--- config.mk ---
export PLATFORM = sky130hd
export DESIGN_NAME = imm_encoder_flat
export DESIGN_NICKNAME = d
export VERILOG_FILES = /design/src/rtl/imm_encoder_if.sv /design/src/rtl/imm_encoder.sv /design/src/flat_wrapper.sv
export SDC_FILE = /design/constraint.sdc
export NUM_CORES = 1
export LEC_CHECK = 0
export CAP_MARGIN = 30
export CELL_PAD_IN_SITES_DETAIL_PLACEMENT = 0
export CELL_PAD_IN_SITES_GLOBAL_PLACEMENT = 1
export CORE_MARGIN = 3
export CORE_UTILIZATION = 39
export DETAILED_ROUTE_END_ITERATION = 7
export GPL_TIMING_DRIVEN = 0
export HOLD_SLACK_MARGIN = 0.08
export PLACE_DENSITY = 0.87
export SLEW_MARGIN = 20
export SYNTH_ARGS = -nofsm -noshare
export SYNTH_HDL_FRONTEND = slang
export SYNTH_SLANG_ARGS = --single-unit
--- constraint.sdc ---
create_clock -name clk -period 2.08 [get_ports clk]
set_input_delay 0.416 -clock clk [delete_from_list [all_inputs] [get_ports clk]]
set_output_delay 0.416 -clock clk [all_outputs]
set_load 0.005 [all_outputs]
--- src/rtl/imm_encoder_if.sv ---
// ---------------------------------------------------------------------------
// cpu_pkg / imm_encoder_if
//
// Purpose:
//   cpu_pkg carries the immediate-format selector shared by the instruction
//   builders. imm_encoder_if bundles the request and result handshakes of
//   the immediate encoder.
//
// Signals:
//   in_valid  / in_ready   request handshake
//   in_type                immediate format (IMM_I/S/B/U/J); other codes are illegal
//   in_imm                 immediate value, two's complement
//   in_base                instruction word supplying every non-immediate bit
//   out_valid / out_ready  result handshake
//   out_instr              encoded instruction word
//   out_err                immediate not representable, misaligned or illegal type
//
// Modports:
//   master  request producer / result consumer
//   slave   the encoder
// ---------------------------------------------------------------------------
package cpu_pkg;
  typedef enum logic [2:0] {
    IMM_I = 3'd0,
    IMM_S = 3'd1,
    IMM_B = 3'd2,
    IMM_U = 3'd3,
    IMM_J = 3'd4
  } imm_type_t;
endpackage

interface imm_encoder_if;
  import cpu_pkg::*;

  logic        in_valid;
  logic        in_ready;
  imm_type_t   in_type;
  logic [31:0] in_imm;
  logic [31:0] in_base;
  logic        out_valid;
  logic        out_ready;
  logic [31:0] out_instr;
  logic        out_err;

  modport master (
    output in_valid, in_type, in_imm, in_base, out_ready,
    input  in_ready, out_valid, out_instr, out_err
  );

  modport slave (
    input  in_valid, in_type, in_imm, in_base, out_ready,
    output in_ready, out_valid, out_instr, out_err
  );
endinterface

--- src/rtl/imm_encoder.sv ---
// ---------------------------------------------------------------------------
// imm_encoder
//
// Purpose:
//   Packs a 32-bit immediate into the RV32I immediate field positions of a
//   base instruction word and flags values that cannot be represented
//   (range, alignment, illegal format). Two-stage valid/ready pipeline with
//   full backpressure: stage 1 captures the request, stage 2 holds the
//   encoded word.
//
// Ports:
//   clk        rising-edge clock
//   rst_n      asynchronous active-low reset
//   bus        imm_encoder_if.slave (request and result handshakes)
//   stat_enc   results delivered            (IMM_ENC_STATS_EN only)
//   stat_err   results delivered with error (IMM_ENC_STATS_EN only)
//
// Parameters:
//   CNT_W         statistics counter width (IMM_ENC_STATS_EN only)
//   STRICT_ALIGN  1: odd B/J immediates are errors; 0: bit 0 is dropped
//
// Configuration macro:
//   IMM_ENC_STATS_EN  adds the saturating stat_enc/stat_err counters.
// ---------------------------------------------------------------------------
module imm_encoder
  import cpu_pkg::*;
#(
`ifdef IMM_ENC_STATS_EN
  parameter int CNT_W        = 16,
`endif
  parameter bit STRICT_ALIGN = 1'b1
) (
  input  logic clk,
  input  logic rst_n,
  imm_encoder_if.slave bus
`ifdef IMM_ENC_STATS_EN
  ,
  output logic [CNT_W-1:0] stat_enc,
  output logic [CNT_W-1:0] stat_err
`endif
);

  logic        s1Valid_q, s1Valid_d;
  imm_type_t   s1Type_q,  s1Type_d;
  logic [31:0] s1Imm_q,   s1Imm_d;
  logic [31:0] s1Base_q,  s1Base_d;

  logic        s2Valid_q, s2Valid_d;
  logic [31:0] s2Instr_q, s2Instr_d;
  logic        s2Err_q,   s2Err_d;

  logic        s2Adv;
  logic        inReady;
  logic [31:0] encInstr;
  logic        encErr;
  logic signed [31:0] immS;

  // Stage 2 can take a new entry when it is empty or its entry leaves this
  // cycle; stage 1 drains into stage 2 under the same condition.
  assign s2Adv   = !s2Valid_q || bus.out_ready;
  assign inReady = !s1Valid_q || s2Adv;

  assign bus.in_ready  = inReady;
  assign bus.out_valid = s2Valid_q;
  assign bus.out_instr = s2Instr_q;
  assign bus.out_err   = s2Err_q;

  // Field packing and range checks on the stage-1 entry. Bits outside the
  // selected field pass through from the base word; an erroneous immediate
  // still produces its truncated encoding.
  always_comb begin
    immS     = $signed(s1Imm_q);
    encInstr = s1Base_q;
    encErr   = 1'b0;
    case (s1Type_q)
      IMM_I: begin
        encInstr[31:20] = s1Imm_q[11:0];
        encErr = (immS < -32'sd2048) || (immS > 32'sd2047);
      end
      IMM_S: begin
        encInstr[31:25] = s1Imm_q[11:5];
        encInstr[11:7]  = s1Imm_q[4:0];
        encErr = (immS < -32'sd2048) || (immS > 32'sd2047);
      end
      IMM_B: begin
        encInstr[31]    = s1Imm_q[12];
        encInstr[7]     = s1Imm_q[11];
        encInstr[30:25] = s1Imm_q[10:5];
        encInstr[11:8]  = s1Imm_q[4:1];
        encErr = (immS < -32'sd4096) || (immS > 32'sd4094) ||
                 (STRICT_ALIGN && s1Imm_q[0]);
      end
      IMM_U: begin
        encInstr[31:12] = s1Imm_q[31:12];
        encErr = (s1Imm_q[11:0] != 12'd0);
      end
      IMM_J: begin
        encInstr[31]    = s1Imm_q[20];
        encInstr[19:12] = s1Imm_q[19:12];
        encInstr[20]    = s1Imm_q[11];
        encInstr[30:21] = s1Imm_q[10:1];
        encErr = (immS < -32'sd1048576) || (immS > 32'sd1048574) ||
                 (STRICT_ALIGN && s1Imm_q[0]);
      end
      default: begin
        encInstr = s1Base_q;
        encErr   = 1'b1;
      end
    endcase
  end

  // Next-state for both stages; a stalled stage keeps its entry untouched,
  // which also keeps the outputs stable under backpressure.
  always_comb begin
    s1Valid_d = s1Valid_q;
    s1Type_d  = s1Type_q;
    s1Imm_d   = s1Imm_q;
    s1Base_d  = s1Base_q;
    s2Valid_d = s2Valid_q;
    s2Instr_d = s2Instr_q;
    s2Err_d   = s2Err_q;
    if (inReady) begin
      s1Valid_d = bus.in_valid;
      if (bus.in_valid) begin
        s1Type_d = bus.in_type;
        s1Imm_d  = bus.in_imm;
        s1Base_d = bus.in_base;
      end
    end
    if (s2Adv) begin
      s2Valid_d = s1Valid_q;
      if (s1Valid_q) begin
        s2Instr_d = encInstr;
        s2Err_d   = encErr;
      end
    end
  end

  // Pipeline registers; reset discards any in-flight entries.
  always_ff @(posedge clk or negedge rst_n) begin
    if (!rst_n) begin
      s1Valid_q <= 1'b0;
      s1Type_q  <= IMM_I;
      s1Imm_q   <= '0;
      s1Base_q  <= '0;
      s2Valid_q <= 1'b0;
      s2Instr_q <= '0;
      s2Err_q   <= 1'b0;
    end else begin
      s1Valid_q <= s1Valid_d;
      s1Type_q  <= s1Type_d;
      s1Imm_q   <= s1Imm_d;
      s1Base_q  <= s1Base_d;
      s2Valid_q <= s2Valid_d;
      s2Instr_q <= s2Instr_d;
      s2Err_q   <= s2Err_d;
    end
  end

`ifdef IMM_ENC_STATS_EN
  logic [CNT_W-1:0] statEnc_q, statEnc_d;
  logic [CNT_W-1:0] statErr_q, statErr_d;
  logic             outFire;

  assign outFire  = s2Valid_q && bus.out_ready;
  assign stat_enc = statEnc_q;
  assign stat_err = statErr_q;

  // Delivered-result counters stick at all-ones instead of wrapping.
  always_comb begin
    statEnc_d = statEnc_q;
    statErr_d = statErr_q;
    if (outFire && (statEnc_q != '1)) statEnc_d = statEnc_q + 1'b1;
    if (outFire && s2Err_q && (statErr_q != '1)) statErr_d = statErr_q + 1'b1;
  end

  // Counter registers.
  always_ff @(posedge clk or negedge rst_n) begin
    if (!rst_n) begin
      statEnc_q <= '0;
      statErr_q <= '0;
    end else begin
      statEnc_q <= statEnc_d;
      statErr_q <= statErr_d;
    end
  end
`endif

endmodule

--- src/flat_wrapper.sv ---
// flat-port wrapper written by rule: the top's interface ports become plain ports
module imm_encoder_flat import cpu_pkg::*;
#(

  parameter bit STRICT_ALIGN = 1'b1
)
  (clk, rst_n, bus_in_valid, bus_in_type, bus_in_imm, bus_in_base, bus_out_ready, bus_in_ready, bus_out_valid, bus_out_instr, bus_out_err);
  imm_encoder_if bus_i ();
  input  logic clk;
  input  logic rst_n;
  input wire logic [$bits(bus_i.in_valid)-1:0] bus_in_valid;
  input wire logic [$bits(bus_i.in_type)-1:0] bus_in_type;
  input wire logic [$bits(bus_i.in_imm)-1:0] bus_in_imm;
  input wire logic [$bits(bus_i.in_base)-1:0] bus_in_base;
  input wire logic [$bits(bus_i.out_ready)-1:0] bus_out_ready;
  output wire logic [$bits(bus_i.in_ready)-1:0] bus_in_ready;
  output wire logic [$bits(bus_i.out_valid)-1:0] bus_out_valid;
  output wire logic [$bits(bus_i.out_instr)-1:0] bus_out_instr;
  output wire logic [$bits(bus_i.out_err)-1:0] bus_out_err;
  assign bus_i.in_valid = bus_in_valid;
  assign bus_i.in_type = bus_in_type;
  assign bus_i.in_imm = bus_in_imm;
  assign bus_i.in_base = bus_in_base;
  assign bus_i.out_ready = bus_out_ready;
  assign bus_in_ready = bus_i.in_ready;
  assign bus_out_valid = bus_i.out_valid;
  assign bus_out_instr = bus_i.out_instr;
  assign bus_out_err = bus_i.out_err;
  imm_encoder #(.STRICT_ALIGN(STRICT_ALIGN)) u_core (.clk(clk), .rst_n(rst_n), .bus(bus_i));
endmodule
Yosys cells after proc, flatten, opt, wreduce, memory -nomap -nowiden

Cells that the tools add are included.

Register bits after elaboration: 102
Word-level logic and storage cells: 37
Output and inout bits: 35

Muxes and demuxes: 5
Reductions and logical operators: 15
Equality and inequality tests: 4
$lt $le $gt $ge: 6

Operators by type and width:

| operator             | count |
|---|---|
| $gt 32x12->1 const B | 1 |
| $gt 32x13->1 const B | 1 |
| $gt 32x21->1 const B | 1 |
| $lt 32x12->1 const B | 1 |
| $lt 32x13->1 const B | 1 |
| $lt 32x21->1 const B | 1 |
| $pmux 7 s4           | 1 |
| $pmux 5 s3           | 1 |
| $reduce_bool 12->1   | 1 |
| $pmux 5 s2           | 1 |
| $mux 8               | 1 |
| $logic_or 1x1->1     | 7 |
| $eq 3x2->1 const B   | 2 |
| $pmux 1 s4           | 1 |
| $reduce_and 2->1     | 2 |
| $reduce_or 2->1      | 2 |
| $eq 3x1->1 const B   | 1 |
| $eq 3x3->1 const B   | 1 |
| $logic_not 3->1      | 1 |
| $logic_not 1->1      | 2 |

Logic depth before layout (Yosys ltp)

Gate-level depths: netlist (run 1).

Depth in word-level cells: 4
Depth in mapped cells: 6

Least setup slack after synthesis (run 1)

Ideal clock, no wire load.

Path kind: in2reg
Start: in bus_out_ready
End: reg u_core.s1Imm_q[0], in the netlist u_core.immS[0]
Slack: 0.466 ns
Data required time: 1.955 ns
Buffers on the path: 2
Arrival time: 1.489 ns
Setup time: 0.125 ns
Stages: 5
Cells stage by stage: nand3b_1 -> nand2_1 -> buf_2 -> buf_2 -> mux2_2

Longest elaborated chain between the ends: 3

RTL lines:

| item                              | line               | source |
|---|---|---|
| start: declaration                | flat_wrapper.sv:15 | `input wire logic [$bits(bus_i.out_ready)-1:0] bus_out_ready;` |
| $logic_or 1x1->1                  | imm_encoder.sv:60  | `assign s2Adv = !s2Valid_q \|\| bus.out_ready;` |
| $logic_or 1x1->1                  | imm_encoder.sv:61  | `assign inReady = !s1Valid_q \|\| s2Adv;` |
| $reduce_and 2->1 (no source line) | -                  |  |
| end signal: assignment            | imm_encoder.sv:152 | `s1Imm_q <= s1Imm_d;` |
| end: declaration                  | imm_encoder.sv:45  | `logic [31:0] s1Imm_q, s1Imm_d;` |

Every way passes these cells.
A chain may end at the register's enable or synchronous reset.

Worst setup path after layout (run 1)

Start: in bus_out_ready
End: out bus_in_ready

Longest elaborated chain between the ends: 2

RTL lines:

| item             | line               | source |
|---|---|---|
| $logic_or 1x1->1 | imm_encoder.sv:60  |  |
| $logic_or 1x1->1 | imm_encoder.sv:61  |  |
| end: declaration | flat_wrapper.sv:16 | `output wire logic [$bits(bus_i.in_ready)-1:0] bus_in_ready;` |

Every way passes these cells.

==> results of run 1 <==
## worst max-delay path, cell delays in order
cell and delay [ps]:
clkdlybuf4s50_1 480, nand3b_1 170, clkdlybuf4s50_1 530
## state kept, by name (all words and copies together) (netlist names)
signal                count
u_core.bus.out_valid      1
u_core.bus.out_err        1
u_core.s1Type_q           3
u_core.s1Valid_q          1
u_core.immS              32
u_core.bus.out_instr     32
u_core.s1Base_q          32
## how the worst min path moves through the flow
stage	slack (ps)	from	endpoint
after floorplan	120	rst_n	u_core.bus.out_err$_DFFE_PN0P_
after global placement	440	u_core.s1Base_q[2]$_DFFE_PN0P_	u_core.bus.out_instr[2]$_DFFE_PN0P_
after detailed placement	330	rst_n	u_core.bus.out_instr[4]$_DFFE_PN0P_
after CTS	460	u_core.s1Base_q[0]$_DFFE_PN0P_	u_core.bus.out_instr[0]$_DFFE_PN0P_
after global routing	500	u_core.s1Base_q[1]$_DFFE_PN0P_	u_core.bus.out_instr[1]$_DFFE_PN0P_
final	460	u_core.s1Base_q[0]$_DFFE_PN0P_	u_core.bus.out_instr[0]$_DFFE_PN0P_
## cell type report
class / count / area, sq um
Multi-Input combinational cell: 253 / 1840
Sequential cell: 102 / 2550
Inverter: 1 / 3.75
Tap cell: 140 / 175
Clock inverter: 5 / 83.8
Timing Repair Buffer: 107 / 1090
Clock buffer: 10 / 229
Fill cell: 982 / 4960
Buffer: 20 / 91.3
## power by group
| group | internal (mW) | total [mW] | switching (mW) |
|---|---|---|---|
| Combinational | 0.843 | 1.42 | 0.578 |
| Sequential | 2.35 | 2.64 | 0.285 |
| Clock | 1.05 | 1.77 | 0.717 |
| Total | 4.25 | 5.83 | 1.58 |
## metal layers
metal  up-vias  track usage [%]  routed length [microns]
met5         -                0                        0
met4         0             4.89                      178
met2       104             29.0                     5320
met1      1652             24.5                     5070
met3        10             4.44                      591
li1       1590                -                        -
## cells in the final DEF, fill, tap and decap left out, drive strengths merged, types with 2 or more instances in the layout
master         count
clkinvlp           2
nand2b             4
clkdlybuf4s50    104
dfrtp            102
nor3               3
nor2              11
bufinv             2
nand4              8
o221ai             7
nor3b              2
clkbuf            15
inv                2
nor4               8
nand3b             2
or3                2
buf               17
mux2i             18
o22ai              7
mux2              73
xnor2              2
a21oi              5
o21ai             29
nand2             62
## repair_timing
action	4_1_cts	5_1_grt
setup endpoints to repair	0	40
gates resized for setup	0	2
setup buffers	0	0
hold buffers	1	0
hold endpoints to repair	36	0
## cells by family after synthesis
logic type	count (synthesis)
flip-flops	102
adder cells (fa/ha/maj)	1
AND/OR/NAND/NOR	104
buffers and inverters	22
multiplexers	91
AO/OA/AOI/OAI	55
XOR/XNOR	2
## stage by stage
stage / power (mW) / util (%)
4_1_cts: 5.88 / 55.0
2_1_floorplan: 3.31 / -
3_3_place_gp: 4.05 / 51.8
5_1_grt: 6.14 / 55.0
6_report: 5.83 / 55.0
3_5_place_dp: 4.11 / 52.1
==> impl_metrics.tcl, run 1 <==
set metrics [dict create \
    status "complete, no violations" \
    io_buffers 105 \
    worstRegToRegCells 5 \
    synth_area_leaders "dfrtp_1, mux2_2, nand2_1, mux2i_1, o21ai_0" \
    synth_seq_area_share_pct 56.8 \
    final_cell_area_sq_um 6070 \
    fin_setup_tns_ps 0 \
    slew_violations 0 \
    cts_buffers 9 \
    diodes 0 \
    die_y_microns 113 \
    grt_pass1_vias 3415 \
    holdWs_ps 462 \
    rsz0062_at_grt "yes" \
    grt_max_degree 67 \
    syn-instance-count 377 \
    core_area_sq_um 11000 \
    drt-total-wl_microns 11200 \
    yosys-mux-area-fraction_pct 22.3 \
    wl_per_cell_microns 17.5 \
    r2r_start "u_core.immS[20]$_DFFE_PN0P_" \
    startpoint "bus_out_ready" \
    drt_iter0_drc 170 \
    worstSetupPathType "in2out" \
    maxCapViolations 0 \
    gp_congestion 0.871 \
    root_buffer "clkbuf_16" \
    drc_errors 0 \
    yosysTopAreaCell "dfrtp_1" \
    io_pins 106 \
    clkTransAtPathRegs_ps 60 \
    insertion_delay_ps 340 \
    hold_path_class "reg2reg" \
    die_w_microns 113 \
    leakagePower_nw 2.50 \
    cp.required_ps 1660 \
    overflow 0 \
    synth_xor_area_share_pct 0.390 \
    placed_cell_area_sq_um 5750 \
    syn-num-nets 448 \
    via_per_inst 5.26 \
    fin_ws_ps 60.6 \
    crit_path_max_fanout 3 \
    vias 3356 \
    hold_depth 2 \
    synthTopCellsByCount "dfrtp_1, mux2_2, nand2_1" \
    placed_cells 623 \
    yosysTopAreaCellShare_pct 56.8 \
    drtPass1Iterations 5 \
    rows 38 \
    antenna_found_initial 0 \
    synthFlopType "dfrtp_1" \
    drive_above_1_share_pct 21.5 \
    r2r_setup_slack_ps 210 \
    ys_warn_count 0 \
    max_freq_ghz 0.495 \
    synth_area_per_cell_sq_um 11.9 \
    synthAdderAreaFrac_pct 0.223 \
    endpoint_kind "output pin" \
    vdd_drop_max_mv 0.518 \
    syn2layout_area_growth_pct 35.1 \
    ys_async_sr_fraction_pct 100 \
    synth_edf_count 0 \
    layout.cells.non_filler 638 \
    h-tree-depth 3 \
    worstPathArrival_ps 1600 \
    nNetsFinal 565 \
    r2r_end "u_core.bus.out_err$_DFFE_PN0P_" \
    critPathLaunchType "input port" \
    grtUsageTotal_pct 18.0 \
    cts_tree "yes" \
    place_ws_ps -283 \
    worstMarginPinSlew_ps 552 \
    cts_sinks 102 \
    synth_top_family_by_area "multiplexers" \
    layout_min_cycle_time_ps 2020 \
    power_density_nw_per_um2 961 \
    die-area_sq_um 12800 \
    yosysUniqueCellTypes 34 \
    clock_skew_ps 11.4 \
    synth_area_sq_um 4490 \
    synth_most_common_cell "dfrtp_1" \
    cts.path.max_buffers 2 \
    final.period_utilization_pct 97.1 \
    hold_viol 0 \
    critical_path.endpoint "bus_in_ready" \
    antenna_left 0 \
    max_slew_margin_pct 63.2 \
    synth_seq_cells 102 \
    place_hpwl_microns 8440 \
    synthSimpleGateAreaFrac_pct 10.7 \
    setup_viol 0 \
    synth-compound-area-share_pct 7.36 \
    grt_pass1_wl_microns 18100 \
    initial_core_util_pct 40.7 \
]
Note: power is estimated with default switching activity, not from simulation.
==> run 2, diff against run 1 <==
Settings changed: SLEW_MARGIN 20 to not set.
==> run 2 against run 1 <==
Against the previous run: via count is 0.33% lower; wire length down 0.39%; total power decreased by 0.24%; maximum frequency about the same; core utilization about the same; design area barely moved; non-clock buffer count unchanged; worst hold slack is essentially flat; largest power group unchanged; sequential power about the same; clock skew is 2.7 ps lower; clock-buffer cell count unchanged; register-to-register slack is essentially flat.
==> impl_metrics.tcl, run 2 (synthesized netlist as in run 1, its figures left out) <==
set metrics [dict create \
    sw_frac_of_total_pct 26.9 \
    layout_min_cycle_time_ps 2020 \
    layout_common_cells "clkdlybuf4s50_1, dfrtp_1, mux2_2" \
    die-area_sq_um 12800 \
    clkTransAtPathRegs_ps 60 \
    drc_errors 0 \
    core_area_sq_um 11000 \
    hold_viol 0 \
    fin_total_pwr_mw 5.81 \
    seqCellArea_sq_um 2550 \
    power_density_nw_per_um2 959 \
    place_ws_ps -290 \
    h-tree-depth 3 \
    drt_iter0_drc 214 \
    overflow 0 \
    final_cell_area_sq_um 6060 \
    final.period_utilization_pct 97.2 \
    max_slew_margin_pct 63.4 \
    root_buffer "clkbuf_16" \
    setup_viol 0 \
    antenna_found_initial 0 \
    antenna_left 0 \
    hold_path_class "reg2reg" \
    via_per_inst 5.24 \
    vdd_drop_max_mv 0.517 \
    status "complete, no violations" \
    pwr-share-seq_pct 45.4 \
    worstSetupPathType "in2out" \
    place_hpwl_microns 8440 \
    hold_start "u_core.s1Base_q[0]$_DFFE_PN0P_" \
    leakagePower_nw 2.50 \
    worstMarginPinSlew_ps 549 \
    die_w_microns 113 \
    rsz0062_at_grt "no" \
    syn2layout_area_growth_pct 35.1 \
    drtPass1Iterations 4 \
    wl_per_cell_microns 17.4 \
    max_freq_ghz 0.495 \
    endpoint_kind "output pin" \
    power.internal_mw 4.25 \
    layout_commonest_cell "clkdlybuf4s50_1" \
    power.switching_mw 1.57 \
    drt-total-wl_microns 11100 \
    cts_tree "yes" \
    clock_skew_ps 8.73 \
    grt_pass1_vias 3468 \
    cts_buffers 9 \
    diodes 0 \
    grt_max_degree 67 \
    slew_violations 0 \
    cts.path.max_buffers 2 \
    maxCapViolations 0 \
    die_y_microns 113 \
    fin_ws_ps 58.7 \
    placed_cells 623 \
    cts_sinks 102 \
    placed_cell_area_sq_um 5740 \
    multi_input_area_sq_um 1840 \
    gp_congestion 0.871 \
    io_buffers 105 \
    startpoint "bus_out_ready" \
    clkPwrFrac_pct 30.3 \
    nNetsFinal 565 \
    grt_pass1_wl_microns 18000 \
    drive_above_1_share_pct 21.5 \
    rows 38 \
    r2r_start "u_core.immS[20]$_DFFE_PN0P_" \
    fillers 997 \
    worstPathArrival_ps 1610 \
    insertion_delay_ps 340 \
    vias 3345 \
    critPathLaunchType "input port" \
    crit_path_max_fanout 3 \
    r2r_setup_slack_ps 220 \
    initial_core_util_pct 40.7 \
    grtUsageTotal_pct 18.0 \
    cp.required_ps 1660 \
    layout.cells.non_filler 638 \
    comb_power_share_pct 24.4 \
    io_pins 106 \
]
-- run 2: power by group through the flow --
stage / logic [mW] / clock network, mW / registers (mW)
final: 1.42 / 1.76 / 2.64
after global routing: 1.56 / 1.88 / 2.69
after CTS: 1.44 / 1.79 / 2.64
after detailed placement: 1.43 / 0 / 2.67
after global placement: 1.39 / 0 / 2.66
after floorplan: 0.701 / 0 / 2.61
-- run 2: repair_timing --
item	in CTS	in global routing
hold buffers	1	0
resized for setup	0	3
endpoints found under the setup margin	0	16
setup buffers	0	0
hold endpoints to repair	36	0
-- run 2: path summary, 6_finish.rpt --
check,end,cells past startpoint
worst max-delay path,bus_in_ready,3
worst min-delay path,u_core.bus.out_instr[0]$_DFFE_PN0P_,2
worst max register to register,u_core.bus.out_err$_DFFE_PN0P_,5
worst min register to register,u_core.bus.out_instr[0]$_DFFE_PN0P_,2
max in group asynchronous,u_core.s1Type_q[0]$_DFFE_PN0P_,3
min in group asynchronous,u_core.s1Base_q[3]$_DFFE_PN0P_,2
-- run 2: critical path: stages --
cell and delay (ps):
clkdlybuf4s50_1 480, nand3b_1 180, clkdlybuf4s50_1 530
-- run 2: area by class of cell --
class	count	area share (%)
Timing Repair Buffer	107	17.9
Multi-Input combinational cell	253	30.3
Inverter	1	0.0619
Clock buffer	10	3.78
Tap cell	140	2.89
Buffer	20	1.55
Clock inverter	5	1.38
Sequential cell	102	42.1
-- run 2: per-layer routing --
layer  global-route usage [%]  share of wire [%]  vias up
met5                        0                  0        -
met4                     4.89                1.3        0
met3                     4.71                6.8        9
met2                     29.6                 49      114
met1                     23.8                 43     1638
li1                         -                  -     1584
-- run 2: through the flow --
step                      TNS (ps)  hold slack (ps)  utilization (%)
after detailed placement    -13000              408             52.1
after floorplan                  0              120                -
after global placement     -327210              441             51.8
final                            0              462             55.0
after CTS                        0              462             55.0
after global routing             0              500             55.0
